## config.mk

```make
export PLATFORM = sky130hd
export DESIGN_NAME = esc_ramp_sequencer
export DESIGN_NICKNAME = d
export VERILOG_FILES = /design/src/rtl/esc_ramp_sequencer.sv
export SDC_FILE = /design/constraint.sdc
export NUM_CORES = 1
export LEC_CHECK = 0
export CORE_ASPECT_RATIO = 0.8
export CORE_MARGIN = 2
export CORE_UTILIZATION = 50
export DETAILED_ROUTE_END_ITERATION = 8
export PLACE_DENSITY = 0.69
export SYNTH_ARGS = -nofsm -noshare
export SYNTH_HDL_FRONTEND = slang
export SYNTH_SLANG_ARGS = --single-unit
export TNS_END_PERCENT = 1
```

## constraint.sdc

```tcl
create_clock -name clk -period 11.9 [get_ports clk]
set_clock_uncertainty 0.1 [all_clocks]
set_input_delay 1.785 -clock clk [delete_from_list [all_inputs] [get_ports clk]]
set_output_delay 1.785 -clock clk [all_outputs]
set_load 0.005 [all_outputs]
```

## src/rtl/esc_ramp_sequencer.sv

```systemverilog
// ESC spin-up sequencer: IDLE -> ALIGN -> RAMP -> RUN, with BRAKE spin-down.
// Define ESC_STALL_DETECT_EN to build the speed-feedback stall watchdog and FAULT state.
module esc_ramp_sequencer #(
    parameter int unsigned             DATA_WIDTH   = 16,
    parameter logic [DATA_WIDTH-1:0]   START_PERIOD = 16'd4000,
    parameter logic [DATA_WIDTH-1:0]   ALIGN_CYCLES = 16'd1000,
    parameter logic [DATA_WIDTH-1:0]   BRAKE_CYCLES = 16'd500,
    parameter logic [DATA_WIDTH-1:0]   SPEED_TOL    = 16'd8
) (
    input  logic                  clk,
    input  logic                  reset,
    input  logic                  start,
    input  logic                  stop,
    input  logic                  fault_clr,
    input  logic [DATA_WIDTH-1:0] target_period,
    input  logic [DATA_WIDTH-1:0] ramp_step,
    input  logic [DATA_WIDTH-1:0] ramp_interval,
    input  logic                  speed_update,
    input  logic [DATA_WIDTH-1:0] period_speed,
    input  logic [DATA_WIDTH-1:0] stall_limit,
    output logic                  pwm_en,
    output logic [DATA_WIDTH-1:0] period_reference,
    output logic                  busy,
    output logic                  at_speed,
    output logic                  fault,
    output logic [2:0]            state
);

    localparam int unsigned CW = DATA_WIDTH + 1;

    localparam logic [2:0] S_IDLE  = 3'd0;
    localparam logic [2:0] S_ALIGN = 3'd1;
    localparam logic [2:0] S_RAMP  = 3'd2;
    localparam logic [2:0] S_RUN   = 3'd3;
    localparam logic [2:0] S_BRAKE = 3'd4;
    localparam logic [2:0] S_FAULT = 3'd5;

    logic [2:0]            r_state, w_state_nxt;
    logic [DATA_WIDTH-1:0] r_ref, w_ref_nxt;
    logic [DATA_WIDTH-1:0] r_cnt, w_cnt_nxt;
    logic                  r_pwm_en, r_busy, r_at_speed;
    logic [CW-1:0]         w_cnt_inc, w_ref_x, w_tgt_x, w_step_x, w_diff, w_delta, w_ref_step;
    logic [CW-1:0]         w_spd_x, w_spd_diff;
    logic                  w_tick, w_stall, w_fault_clr, w_spd_ok;

    // Ramp arithmetic is one bit wider so the step can never wrap the reference.
    assign w_cnt_inc  = CW'(r_cnt) + CW'(1);
    assign w_ref_x    = CW'(r_ref);
    assign w_tgt_x    = CW'(target_period);
    assign w_step_x   = (ramp_step == '0) ? CW'(1) : CW'(ramp_step);
    assign w_diff     = (w_ref_x > w_tgt_x) ? (w_ref_x - w_tgt_x) : (w_tgt_x - w_ref_x);
    assign w_delta    = (w_step_x < w_diff) ? w_step_x : w_diff;
    assign w_tick     = (r_cnt >= ramp_interval);
    assign w_ref_step = !w_tick ? w_ref_x :
                        (w_ref_x > w_tgt_x) ? (w_ref_x - w_delta) : (w_ref_x + w_delta);

    assign w_spd_x    = CW'(period_speed);
    assign w_spd_diff = (w_spd_x > w_tgt_x) ? (w_spd_x - w_tgt_x) : (w_tgt_x - w_spd_x);
    assign w_spd_ok   = (w_spd_diff <= CW'(SPEED_TOL));

`ifdef ESC_STALL_DETECT_EN
    logic [DATA_WIDTH-1:0] r_stall_cnt;
    logic                  w_in_run;
    logic                  r_fault;

    assign w_in_run    = (r_state == S_RAMP) || (r_state == S_RUN);
    assign w_stall     = w_in_run && !speed_update && (stall_limit != '0) &&
                         ((CW'(r_stall_cnt) + CW'(1)) >= CW'(stall_limit));
    assign w_fault_clr = fault_clr;
    assign fault       = r_fault;

    // Cycles without speed feedback while spinning; zero outside RAMP/RUN.
    always_ff @(posedge clk or posedge reset) begin
        if (reset) begin
            r_stall_cnt <= '0;
            r_fault     <= 1'b0;
        end else begin
            r_fault <= (w_state_nxt == S_FAULT);
            if (!w_in_run || speed_update)
                r_stall_cnt <= '0;
            else if (r_stall_cnt != '1)
                r_stall_cnt <= r_stall_cnt + DATA_WIDTH'(1);
        end
    end
`else
    logic w_unused;
    assign w_unused    = ^{fault_clr, speed_update, stall_limit};
    assign w_stall     = 1'b0;
    // FAULT is unreachable here; recover unconditionally should it ever be seen.
    assign w_fault_clr = 1'b1;
    assign fault       = 1'b0;
`endif

    // Next-state, reference and shared dwell/tick counter.
    always_comb begin
        w_state_nxt = r_state;
        w_ref_nxt   = r_ref;
        w_cnt_nxt   = '0;
        case (r_state)
            S_IDLE: begin
                if (start) w_state_nxt = S_ALIGN;
            end
            S_ALIGN: begin
                if (stop)                                  w_state_nxt = S_BRAKE;
                else if (w_cnt_inc >= CW'(ALIGN_CYCLES))   w_state_nxt = S_RAMP;
                else                                       w_cnt_nxt   = DATA_WIDTH'(w_cnt_inc);
            end
            S_RAMP: begin
                if (w_stall)     w_state_nxt = S_FAULT;
                else if (stop)   w_state_nxt = S_BRAKE;
                else begin
                    w_ref_nxt = DATA_WIDTH'(w_ref_step);
                    w_cnt_nxt = w_tick ? '0 : DATA_WIDTH'(w_cnt_inc);
                    if (w_ref_step == w_tgt_x) w_state_nxt = S_RUN;
                end
            end
            S_RUN: begin
                if (w_stall)                       w_state_nxt = S_FAULT;
                else if (stop)                     w_state_nxt = S_BRAKE;
                else if (target_period != r_ref)   w_state_nxt = S_RAMP;
            end
            S_BRAKE: begin
                if (w_cnt_inc >= CW'(BRAKE_CYCLES)) w_state_nxt = S_IDLE;
                else                                w_cnt_nxt   = DATA_WIDTH'(w_cnt_inc);
            end
            S_FAULT: begin
                if (w_fault_clr) w_state_nxt = S_IDLE;
            end
            default: w_state_nxt = S_IDLE;
        endcase
        if (w_state_nxt != r_state) w_cnt_nxt = '0;
        if (w_state_nxt == S_IDLE)  w_ref_nxt = START_PERIOD;
    end

    always_ff @(posedge clk or posedge reset) begin
        if (reset) begin
            r_state    <= S_IDLE;
            r_ref      <= START_PERIOD;
            r_cnt      <= '0;
            r_pwm_en   <= 1'b0;
            r_busy     <= 1'b0;
            r_at_speed <= 1'b0;
        end else begin
            r_state    <= w_state_nxt;
            r_ref      <= w_ref_nxt;
            r_cnt      <= w_cnt_nxt;
            r_pwm_en   <= (w_state_nxt == S_ALIGN) || (w_state_nxt == S_RAMP) ||
                          (w_state_nxt == S_RUN);
            r_busy     <= (w_state_nxt != S_IDLE);
            r_at_speed <= (w_state_nxt == S_RUN) && w_spd_ok;
        end
    end

    assign state            = r_state;
    assign period_reference = r_ref;
    assign pwm_en           = r_pwm_en;
    assign busy             = r_busy;
    assign at_speed         = r_at_speed;

endmodule

```

==> metrics.log <==
INFO  metric worstReg2RegEnd = at_speed$_DFF_PP0_
INFO  metric gp_congestion = 0.972
INFO  metric post_drt_wl_per_cell = 19.5 um
INFO  metric vdd_ir_drop_max = 0.102 mV
INFO  metric clock-sinks = 38
INFO  metric die_width = 149 um
INFO  metric finalSetupViolations = 0
INFO  metric die_area = 17900 um2
INFO  metric cts.reportedPaths.clkPinSlew = 60 ps
INFO  metric timing.slew.headroom = 24.4%
INFO  metric yosys.area.top_type = ha_1
INFO  metric synth_most_common_cell = ha_1
INFO  metric grt_start_max_net_pins = 39
INFO  metric timing.critical_path.fanout_max = 6
INFO  metric design_power_total = 863 uW
INFO  metric ant_nets = 0
INFO  metric worst_setup_path_end_kind = register
INFO  metric final_critical_path_setup_slack = 460 ps
INFO  metric num_io_pins = 109
INFO  metric fin_crit = 11440 ps
INFO  metric core_area = 16500 um2
INFO  metric grt_pass1_vias = 8185
INFO  metric post_synth_most_frequent_cells = 112 x ha_1, 93 x inv_1, 89 x a21oi_1
INFO  metric cellLeakagePower = 4.72 nW
INFO  metric clk-insertion-delay-late = 280 ps
INFO  metric power_density = 84.3 nW/um2
INFO  metric total_switching_power = 380 uW
INFO  metric detailedRoute.firstIterationViolations = 792
INFO  metric yosys_warnings = 0
INFO  metric synth_edf_count = 0
INFO  metric via_count = 9147
INFO  metric fin_tns_setup = 0 ps
INFO  metric clock_tree.root_cell = clkbuf_16
INFO  metric initial_antenna_violation_count = 0
INFO  metric worst-setup-path-type = in2reg
INFO  metric seq_power_share = 17.4%
INFO  metric start_kind = primary input
INFO  metric synth_top_flop_cell = dfrtp_1
INFO  metric power_switching_share = 44.0%
INFO  metric worst_path_most_repeated_cell = ha_1
INFO  metric worstHoldPathCells = 1
INFO  metric grt_overflow = 0
INFO  metric cts_tree = done
INFO  metric synthCells = 1140
INFO  metric final.fill_count = 1569
INFO  metric numPortBuffers = 89
INFO  metric synth.avg_cell_area = 7.40 um2
INFO  metric share_clk_of_total_power = 14.8%
INFO  metric max_freq = 0.0874 GHz
INFO  metric run_status = complete, no violations
INFO  metric post_synth_main_area_contributors = ha_1 17%, dfrtp_1 9.5%, a21oi_1 5.3%
INFO  metric async_flop_share = 100%
INFO  metric max_buffers_root_to_sink = 2
INFO  metric max-cap-violations = 0
INFO  metric drv_slew = 0
INFO  metric track_usage = 31.9%
INFO  metric antennaDiodeCount = 0
INFO  metric rsz0062_at_grt = no
INFO  metric worst_setup_path_startpoint = target_period[0]
INFO  metric dp_slack = -7.89 ps
INFO  metric finalHoldViolations = 0
INFO  metric cp.arrival = 11510 ps
INFO  metric critPathMaxStageDelay = 650 ps
INFO  metric timing.reg2reg.worst_path_depth = 41
INFO  metric grt_pass1_wl = 45200 um
INFO  metric route.final.wire_length = 29000 um
INFO  metric firstDrtPassIters = 6
INFO  metric rrSetupSlack = 2050 ps
INFO  metric cts_made_buffers = 5
INFO  metric internal_power = 483 uW
INFO  metric period_share = 96.1%
INFO  metric crit-reg2reg-launch = period_reference[0]$_DFFE_PP0P_
INFO  metric die_y = 120 um
INFO  metric worstMarginPinSlew = 1130 ps
INFO  metric timing.hold.worst_endpoint = r_cnt[0]$_DFF_PP0_
INFO  metric hold_path.class = reg2reg
INFO  metric ys_types = 87
INFO  metric timing.hold.worst.start = r_cnt[0]$_DFF_PP0_
INFO  metric postPlaceCellArea = 10000 um2
INFO  metric synth_seq_cells = 38
INFO  metric synth.cell_area = 8430 um2
INFO  metric synth_top_area_share = 16.6%
INFO  metric start_util = 51.1%
INFO  metric placementRows = 42
INFO  metric synth_sequential_area_ratio = 11.4%
INFO  metric via_density_per_instance = 6.15
INFO  metric design_area = 10200 um2
INFO  metric area_delta_synth_final = 21.4%
INFO  metric drive_above_1_share = 13.0%
INFO  metric post-route-drc-count = 0
INFO  metric worst_path_max_delay_cell = clkdlybuf4s50_1
INFO  metric synthesis.nets = 1341
INFO  metric comb_power_share = 67.8%
INFO  metric nNetsFinal = 1468
INFO  metric hpwl = 23400 um
INFO  metric critPathRequiredTime = 11970 ps
INFO  metric cts_htree_levels = 2
==> metal layers <==
| layer | wire (um) | global-route usage (%) |
|---|---|---|
| met5 | 0 | 0 |
| met4 | 386 | 5.12 |
| met3 | 2830 | 5.93 |
| met2 | 11800 | 46.7 |
| met1 | 13900 | 48.9 |
==> cell usage in the layout (no fill, tap or decap), types with 18 or more instances in the layout <==
cell,n
inv_1,93
nand2_1,74
o21ai_0,65
buf_4,93
nand3_1,42
xor2_1,38
a21o_1,39
nor3_1,22
nor2_1,85
dfrtp_1,32
nand4_1,18
clkdlybuf4s50_1,89
a21oi_1,88
mux2i_1,25
xnor2_1,46
ha_1,112
==> cell families (layout without fill, tap and decap cells) <==
group / Yosys count / in the layout / share of synthesized area, %
compound gates: 354 / 355 / 28.7
xor+xnor: 85 / 85 / 8.99
fa+ha+maj: 115 / 115 / 17.3
buf+inv: 161 / 287 / 7.88
flops: 38 / 38 / 11.4
mux: 32 / 32 / 3.90
other cells: 1 / 1 / 0.0445
simple gates: 354 / 354 / 21.8
==> repair_timing <==
action / 4_1_cts / 5_1_grt
setup buffers: 0 / 2
hold buffers: 0 / 0
gates resized for setup: 0 / 8
endpoints found under the setup margin: 0 / 19
endpoints found under the hold margin: 0 / 0
==> sequential cells by signal, summed over array words and instances, names as in the netlist <==
name / flops
busy: 1
at_speed: 1
pwm_en: 1
period_reference: 16
r_cnt: 16
state: 3
==> stage by stage <==
stage,hold WS [ps],instances,util (%)
after global routing,490,1487,62.0
after floorplan,406,1140,-
after CTS,470,1484,61.6
after detailed placement,462,1477,60.8
after global placement,442,1477,60.8
final,466,1487,62.0
==> worst max-delay path by stage <==
stage	to	slack (ps)	cells after the start
2_1_floorplan	at_speed$_DFF_PP0_	1180	42
3_3_place_gp	period_reference[13]$_DFFE_PP0P_	120	45
3_5_place_dp	period_reference[12]$_DFFE_PP0P_	-8	45
4_1_cts	period_reference[12]$_DFFE_PP0P_	250	45
5_1_grt	at_speed$_DFF_PP0_	9	39
6_report	at_speed$_DFF_PP0_	460	41
==> critical path: cells and delay by family <==
kind / cells / cell delay (ps)
compound gates: 16 / 3630
simple gates: 12 / 2720
fa+ha+maj: 5 / 1590
buf+inv: 5 / 1120
mux: 2 / 400
xor+xnor: 1 / 280
==> power by group through the flow <==
stage / clock network [mW] / registers [mW] / logic (mW)
3_3_place_gp: 0 / 0.153 / 0.557
4_1_cts: 0.131 / 0.151 / 0.566
6_report: 0.128 / 0.150 / 0.584
2_1_floorplan: 0 / 0.150 / 0.349
3_5_place_dp: 0 / 0.153 / 0.562
5_1_grt: 0.137 / 0.152 / 0.634
==> final cells by class <==
type / count / area [um2] / area share, %
multi-input cells: 942 / 6860 / 67.0
repair buffers: 185 / 1650 / 16.1
flip-flops and latches: 38 / 958 / 9.36
inverters: 95 / 357 / 3.48
well taps: 220 / 275 / 2.69
clock buffers: 5 / 125 / 1.22
clock inverters: 2 / 10.0 / 0.0978
(Power assumes the default switching activity.)
